$ cat config.mk
export PLATFORM = sky130hd
export DESIGN_NAME = inst_loader
export DESIGN_NICKNAME = d
export VERILOG_FILES = /design/src/rtl/inst_loader_pkg.sv /design/src/rtl/inst_loader_byte_packer.sv /design/src/rtl/inst_loader.sv
export SDC_FILE = /design/constraint.sdc
export NUM_CORES = 1
export LEC_CHECK = 0
export CAP_MARGIN = 10
export CORE_MARGIN = 8
export CORE_UTILIZATION = 40
export CTS_BUF_LIST = sky130_fd_sc_hd__clkbuf_8
export DETAILED_ROUTE_END_ITERATION = 7
export PLACE_DENSITY = 0.65
export SLEW_MARGIN = 20
export SYNTH_ARGS = -nofsm -noshare
export SYNTH_HDL_FRONTEND = slang
export SYNTH_SLANG_ARGS = --single-unit
$ cat constraint.sdc
create_clock -name clk -period 2.5 [get_ports clk]
set_input_delay 0.5 -clock clk [delete_from_list [all_inputs] [get_ports clk]]
set_output_delay 0.5 -clock clk [all_outputs]
set_load 0.01 [all_outputs]
$ cat src/rtl/inst_loader_pkg.sv
// Shared definitions for the boot-time instruction loader.
//   state_e        : loader FSM states
//   BYTES_PER_WORD : stream bytes packed into one 32-bit instruction
//   CORE_HOLD      : core_rst level that keeps the datapath in reset
package inst_loader_pkg;

    typedef enum logic [2:0] {
        ST_IDLE  = 3'd0,
        ST_RECV  = 3'd1,
        ST_WRITE = 3'd2,
        ST_CHECK = 3'd3,
        ST_RUN   = 3'd4,
        ST_ERROR = 3'd5
    } state_e;

    localparam int   BYTES_PER_WORD = 4;
    localparam logic CORE_HOLD      = 1'b1;

endpackage

$ cat src/rtl/inst_loader_byte_packer.sv
// byte_packer: little-endian byte-to-word assembler with running XOR.
// Ports:
//   clk, rst      : clock, asynchronous active-low reset
//   clear         : synchronous clear of lane index, word and XOR accumulator
//   push          : accept din this cycle
//   din[7:0]      : stream byte
//   word_full     : this push completes a word (combinational)
//   word_next     : word contents including this cycle's push (combinational)
//   xor_acc[7:0]  : XOR of every byte pushed since the last clear
module byte_packer
    import inst_loader_pkg::*;
(
    input  logic        clk,
    input  logic        rst,
    input  logic        clear,
    input  logic        push,
    input  logic [7:0]  din,
    output logic        word_full,
    output logic [31:0] word_next,
    output logic [7:0]  xor_acc
);

    logic [1:0]  byte_idx_q, byte_idx_d;
    logic [31:0] word_q, word_d;
    logic [7:0]  xor_q, xor_d;

    // Each lane takes the incoming byte only when it is the current slot,
    // so the completed word is visible in word_next on the fourth push.
    genvar gi;
    generate
        for (gi = 0; gi < BYTES_PER_WORD; gi++) begin : g_lane
            localparam logic [1:0] LANE = 2'(gi);
            assign word_next[8*gi +: 8] = (push && (byte_idx_q == LANE)) ? din
                                                                          : word_q[8*gi +: 8];
        end
    endgenerate

    assign word_full = push && (byte_idx_q == 2'(BYTES_PER_WORD - 1));
    assign xor_acc   = xor_q;

    always_comb begin
        byte_idx_d = byte_idx_q;
        word_d     = word_q;
        xor_d      = xor_q;
        if (clear) begin
            byte_idx_d = 2'd0;
            word_d     = 32'd0;
            xor_d      = 8'd0;
        end else if (push) begin
            byte_idx_d = byte_idx_q + 2'd1;   // wraps mod 4
            word_d     = word_next;
            xor_d      = xor_q ^ din;
        end
    end

    always_ff @(posedge clk or negedge rst) begin
        if (!rst) begin
            byte_idx_q <= 2'd0;
            word_q     <= 32'd0;
            xor_q      <= 8'd0;
        end else begin
            byte_idx_q <= byte_idx_d;
            word_q     <= word_d;
            xor_q      <= xor_d;
        end
    end

endmodule

$ cat src/rtl/inst_loader.sv
// inst_loader: boot-time program loader in front of the instruction memory.
// Receives a byte stream (valid/ready), packs it little-endian into 32-bit
// words, writes them to consecutive word addresses, then checks a trailing
// XOR checksum byte. The datapath is held in reset until the checksum passes.
// Ports:
//   clk, rst                 : clock, asynchronous active-low reset
//   start, len               : load request pulse and program length (words)
//   byte_valid/data/ready    : byte stream handshake
//   im_we/im_addr/im_wdata   : instruction memory write port (byte address)
//   core_rst                 : datapath reset, 1 = hold
//   busy, done, err          : status (load active, checksum pass pulse, sticky error)
module inst_loader
    import inst_loader_pkg::*;
#(
    parameter int ADDR_W    = 8,
    parameter int MAX_WORDS = 256
) (
    input  logic          clk,
    input  logic          rst,
    input  logic          start,
    input  logic [ADDR_W:0] len,
    input  logic          byte_valid,
    input  logic [7:0]    byte_data,
    output logic          byte_ready,
    output logic          im_we,
    output logic [31:0]   im_addr,
    output logic [31:0]   im_wdata,
    output logic          core_rst,
    output logic          busy,
    output logic          done,
    output logic          err
);

    localparam logic [ADDR_W:0] MAX_LEN = MAX_WORDS[ADDR_W:0];
    localparam logic [ADDR_W:0] CNT_ONE = 1;
    localparam logic [ADDR_W:0] CNT_ZERO = '0;

    state_e          state_q, state_d;
    logic [ADDR_W:0] word_cnt_q, word_cnt_d;
    logic [ADDR_W:0] len_q, len_d;
    logic [31:0]     im_addr_q, im_addr_d;
    logic [31:0]     im_wdata_q, im_wdata_d;
    logic            byte_ready_q, byte_ready_d;
    logic            im_we_q, im_we_d;
    logic            core_rst_q, core_rst_d;
    logic            busy_q, busy_d;
    logic            done_q, done_d;
    logic            err_q, err_d;

    logic            pk_clear;
    logic            pk_push;
    logic            pk_word_full;
    logic [31:0]     pk_word_next;
    logic [7:0]      pk_xor_acc;
    logic            xfer;
    logic [ADDR_W:0] word_cnt_inc;

    byte_packer u_packer (
        .clk       (clk),
        .rst       (rst),
        .clear     (pk_clear),
        .push      (pk_push),
        .din       (byte_data),
        .word_full (pk_word_full),
        .word_next (pk_word_next),
        .xor_acc   (pk_xor_acc)
    );

    // byte_ready is registered, so the handshake uses the value the source sees.
    assign xfer         = byte_valid && byte_ready_q;
    assign word_cnt_inc = word_cnt_q + CNT_ONE;

    always_comb begin
        state_d    = state_q;
        word_cnt_d = word_cnt_q;
        len_d      = len_q;
        im_addr_d  = im_addr_q;
        im_wdata_d = im_wdata_q;
        done_d     = 1'b0;
        pk_clear   = 1'b0;
        pk_push    = 1'b0;

        case (state_q)
            ST_IDLE, ST_RUN, ST_ERROR: begin
                if (start) begin
                    pk_clear   = 1'b1;
                    word_cnt_d = CNT_ZERO;
                    len_d      = len;
                    if (len > MAX_LEN) begin
                        state_d = ST_ERROR;
                    end else if (len == CNT_ZERO) begin
                        state_d = ST_CHECK;
                    end else begin
                        state_d = ST_RECV;
                    end
                end
            end
            ST_RECV: begin
                if (xfer) begin
                    pk_push = 1'b1;
                    if (pk_word_full) begin
                        state_d    = ST_WRITE;
                        // Address and data are latched now so they are
                        // presented in the same cycle as im_we.
                        im_addr_d  = {{(32-ADDR_W-3){1'b0}}, word_cnt_q, 2'b00};
                        im_wdata_d = pk_word_next;
                    end
                end
            end
            ST_WRITE: begin
                word_cnt_d = word_cnt_inc;
                state_d    = (word_cnt_inc == len_q) ? ST_CHECK : ST_RECV;
            end
            ST_CHECK: begin
                if (xfer) begin
                    if (byte_data == pk_xor_acc) begin
                        state_d = ST_RUN;
                        done_d  = 1'b1;
                    end else begin
                        state_d = ST_ERROR;
                    end
                end
            end
            default: state_d = ST_IDLE;
        endcase

        // Level outputs are derived from the next state so that the
        // registered copies line up with the state register.
        byte_ready_d = (state_d == ST_RECV) || (state_d == ST_CHECK);
        im_we_d      = (state_d == ST_WRITE);
        busy_d       = (state_d == ST_RECV) || (state_d == ST_WRITE) || (state_d == ST_CHECK);
        core_rst_d   = (state_d == ST_RUN) ? ~CORE_HOLD : CORE_HOLD;
        // ERROR is left only through an accepted start, which clears err.
        err_d        = (state_d == ST_ERROR);
    end

    always_ff @(posedge clk or negedge rst) begin
        if (!rst) begin
            state_q      <= ST_IDLE;
            word_cnt_q   <= '0;
            len_q        <= '0;
            im_addr_q    <= 32'd0;
            im_wdata_q   <= 32'd0;
            byte_ready_q <= 1'b0;
            im_we_q      <= 1'b0;
            core_rst_q   <= CORE_HOLD;
            busy_q       <= 1'b0;
            done_q       <= 1'b0;
            err_q        <= 1'b0;
        end else begin
            state_q      <= state_d;
            word_cnt_q   <= word_cnt_d;
            len_q        <= len_d;
            im_addr_q    <= im_addr_d;
            im_wdata_q   <= im_wdata_d;
            byte_ready_q <= byte_ready_d;
            im_we_q      <= im_we_d;
            core_rst_q   <= core_rst_d;
            busy_q       <= busy_d;
            done_q       <= done_d;
            err_q        <= err_d;
        end
    end

    assign byte_ready = byte_ready_q;
    assign im_we      = im_we_q;
    assign im_addr    = im_addr_q;
    assign im_wdata   = im_wdata_q;
    assign core_rst   = core_rst_q;
    assign busy       = busy_q;
    assign done       = done_q;
    assign err        = err_q;

endmodule

==> flow_summary.json <==
{
  "drv_cap": 0,
  "rsz0062_at_grt": "false",
  "async_reset_ff_share_pct": 100,
  "finalCriticalPeriod_ns": 2.08,
  "end_kind": "flop",
  "final-setup-viol-count": 0,
  "path_buf_inv": 1,
  "ys_warn_count": 0,
  "cts_htree_levels": 3,
  "die_w_um": 126,
  "grt_pass1_vias": 3739,
  "fin_nets": 582,
  "worst_pin_slew_ns": 0.549,
  "yosysSeqAreaShare_pct": 52.3,
  "core_area_um2": 12000,
  "ios": 91,
  "worstSetupPathType": "flop to flop",
  "cpMaxStageDelayCell": "dfrtp_1",
  "final_cell_count_no_fill": 707,
  "worstPathCellList": "nand2b_1 > nor3_4 > and2_1 > buf_4 > mux2i_1 > o21ai_1",
  "synth_top_cell_by_area": "dfrtp_1",
  "setup_ws_ns": 0.420,
  "synth_edf_count": 0,
  "final_common_cell": "nand2_1",
  "cts_resized": 0,
  "grt_pass1_wl_um": 18900,
  "max_freq_ghz": 0.481,
  "clk_pin_slew_ns": 0.10,
  "arrival_ns": 2.33,
  "drive_above_1_share_pct": 7.68,
  "die_h_um": 126,
  "ctsLongestPathBuffers": 2,
  "synth-seq-cells": 102,
  "start_util_pct": 40.8,
  "route.detailed.drc": 0,
  "place_ws_ns": 0.105,
  "dp.cells": 692,
  "status": "finished clean",
  "ys_top_cells_by_area": "dfrtp_1 52%, nand2_1 9.0%, a22o_1 5.9%",
  "fillers": 1096,
  "grt_usage_pct": 14.6,
  "antenna_found_initial": 0,
  "ant_nets": 0,
  "worstSkewPairLatency_ns": 0.38,
  "tns_ns": 0,
  "synth_cell_types": 49,
  "final_util_pct": 49.2,
  "irDropWorstVdd_mv": 0.552,
  "clock_sinks": 102,
  "syn_inst": 492,
  "worstPathRequired_ns": 2.75,
  "cts_tree": "built",
  "slew_violations": 0,
  "dp_hpwl_um": 8130,
  "vias_per_cell": 5.17,
  "dr.pass1.iters": 4,
  "worstSetupStartpointType": "flop",
  "worst-path-max-fanout": 9,
  "routabilityCongestion": 0.817,
  "fin_skew_ns": 0.0157,
  "portBuffers": 67,
  "grt_max_degree": 52,
  "path_delay_family": "simple AND/OR/NAND/NOR gates",
  "syn_to_final_growth_pct": 20.6,
  "power.density_nw_per_um2": 1160,
  "overflow": 0,
  "ctsHoldBuffers": 0,
  "insertedDiodeCount": 0,
  "rows": 40,
  "wirelength_um": 11400,
  "finalCritPeriodShare_pct": 83.2,
  "relSlewSlack_pct": 63.2,
  "post_cts_buffers": 0,
  "final_cell_mix": "116 x nand2_1, 101 x dfrtp_1, 66 x clkdlybuf4s50_1",
  "syn_area_um2": 4880,
  "synth_area_per_cell_um2": 9.92,
  "netlist.area_leader.share_pct": 51.8,
  "critPathMaxStageDelay_ns": 0.44,
  "hold_violations": 0,
  "cts_buffers": 9,
  "dieArea_um2": 16000,
  "post_drt_wl_per_cell_um": 16.1,
  "drt_iter0_drc": 287,
  "vias": 3657,
  "cellLeakagePower_nw": 2.69,
  "hold_class": "input pin to async pin",
  "ys.flop_type": "dfrtp_1",
  "clockRootBuffer": "clkbuf_8",
  "whs_ns": 0.0899
}
state kept, by name, summed over array words and instances, names as in the netlist:
signal,count
im_wdata,32
u_packer.xor_acc,8
im_we,1
im_addr,9
u_packer.word_q,24
done,1
core_rst,1
err,1
state_q,3
byte_ready,1
word_cnt_q,9
len_q,9
busy,1
u_packer.byte_idx_q,2
synth_stat cells, drive strengths merged, types with 4 or more instances:
master and n:
buf 37, and2 4, dfrtp 101, o21ai 47, nor2 13, nor2b 11, clkbuf 21, xor2 5
nand2 117, a22o 33, mux2i 25, nand3 7, nand2b 4, inv 5, ha 5, xnor2 13
kinds of logic (layout without fill, tap and decap cells):
logic type / after synthesis / after routing / synth area share (%)
buffers and inverters: 64 / 110 / 7.69
adder cells (fa/ha/maj): 5 / 5 / 1.28
XOR/XNOR: 18 / 18 / 3.23
AO/OA/AOI/OAI: 100 / 100 / 13.8
multiplexers: 25 / 25 / 5.13
AND/OR/NAND/NOR: 177 / 177 / 16.4
flip-flops: 102 / 102 / 52.3
other: 1 / 23 / 0.0769
metal layers:
metal	global-route usage [%]	up-vias	wire length, um
li1	-	1751	-
met1	18.3	1807	5270
met2	24.1	87	5310
met3	4.40	12	684
met4	3.96	0	138
met5	0	-	0
per-stage QoR:
stage | cell area (um^2) | power (mW)
5_1_grt | 5880 | 7.39
2_1_floorplan | 4960 | 4.64
4_1_cts | 5880 | 6.93
6_report | 5880 | 6.85
3_3_place_gp | 5670 | 5.65
3_5_place_dp | 5670 | 5.75
final timing paths:
path	slack (ns)	cells after the start	to	start
max	0.42	6	im_wdata[20]$_DFFE_PN0P_	state_q[2]$_DFF_PN0_
min	0.09	1	len_q[5]$_DFFE_PN0P_	rst
max reg2reg	0.42	6	im_wdata[20]$_DFFE_PN0P_	state_q[2]$_DFF_PN0_
min reg2reg	0.48	2	im_addr[8]$_DFFE_PN0P_	im_addr[8]$_DFFE_PN0P_
max in group asynchronous	1.69	2	u_packer.word_q[11]$_DFFE_PN0P_	rst
min in group clk	0.48	2	im_addr[8]$_DFFE_PN0P_	im_addr[8]$_DFFE_PN0P_
power by group:
part	internal [mW]	total (mW)	switching, mW
Combinational	1.45	2.87	1.42
Clock	0.571	1.16	0.585
Sequential	2.30	2.83	0.529
Total	4.32	6.85	2.54
worst register-to-register path: cells and delay by family, from the launching register on:
family,cells,cell delay (ns)
simple gates,3,1.01
buf+inv,1,0.22
mux,1,0.23
flops,1,0.44
compound gates,1,0.08
area by class of cell:
cell class / count / area [um^2] / area share [%]
Sequential cell: 102 / 2550 / 43.4
Tap cell: 147 / 184 / 3.13
Clock inverter: 6 / 95.1 / 1.62
Inverter: 6 / 22.5 / 0.383
Multi-Input combinational cell: 348 / 2030 / 34.6
Clock buffer: 9 / 124 / 2.11
Timing Repair Buffer: 89 / 871 / 14.8
Power figures use the tool's default switching activity.
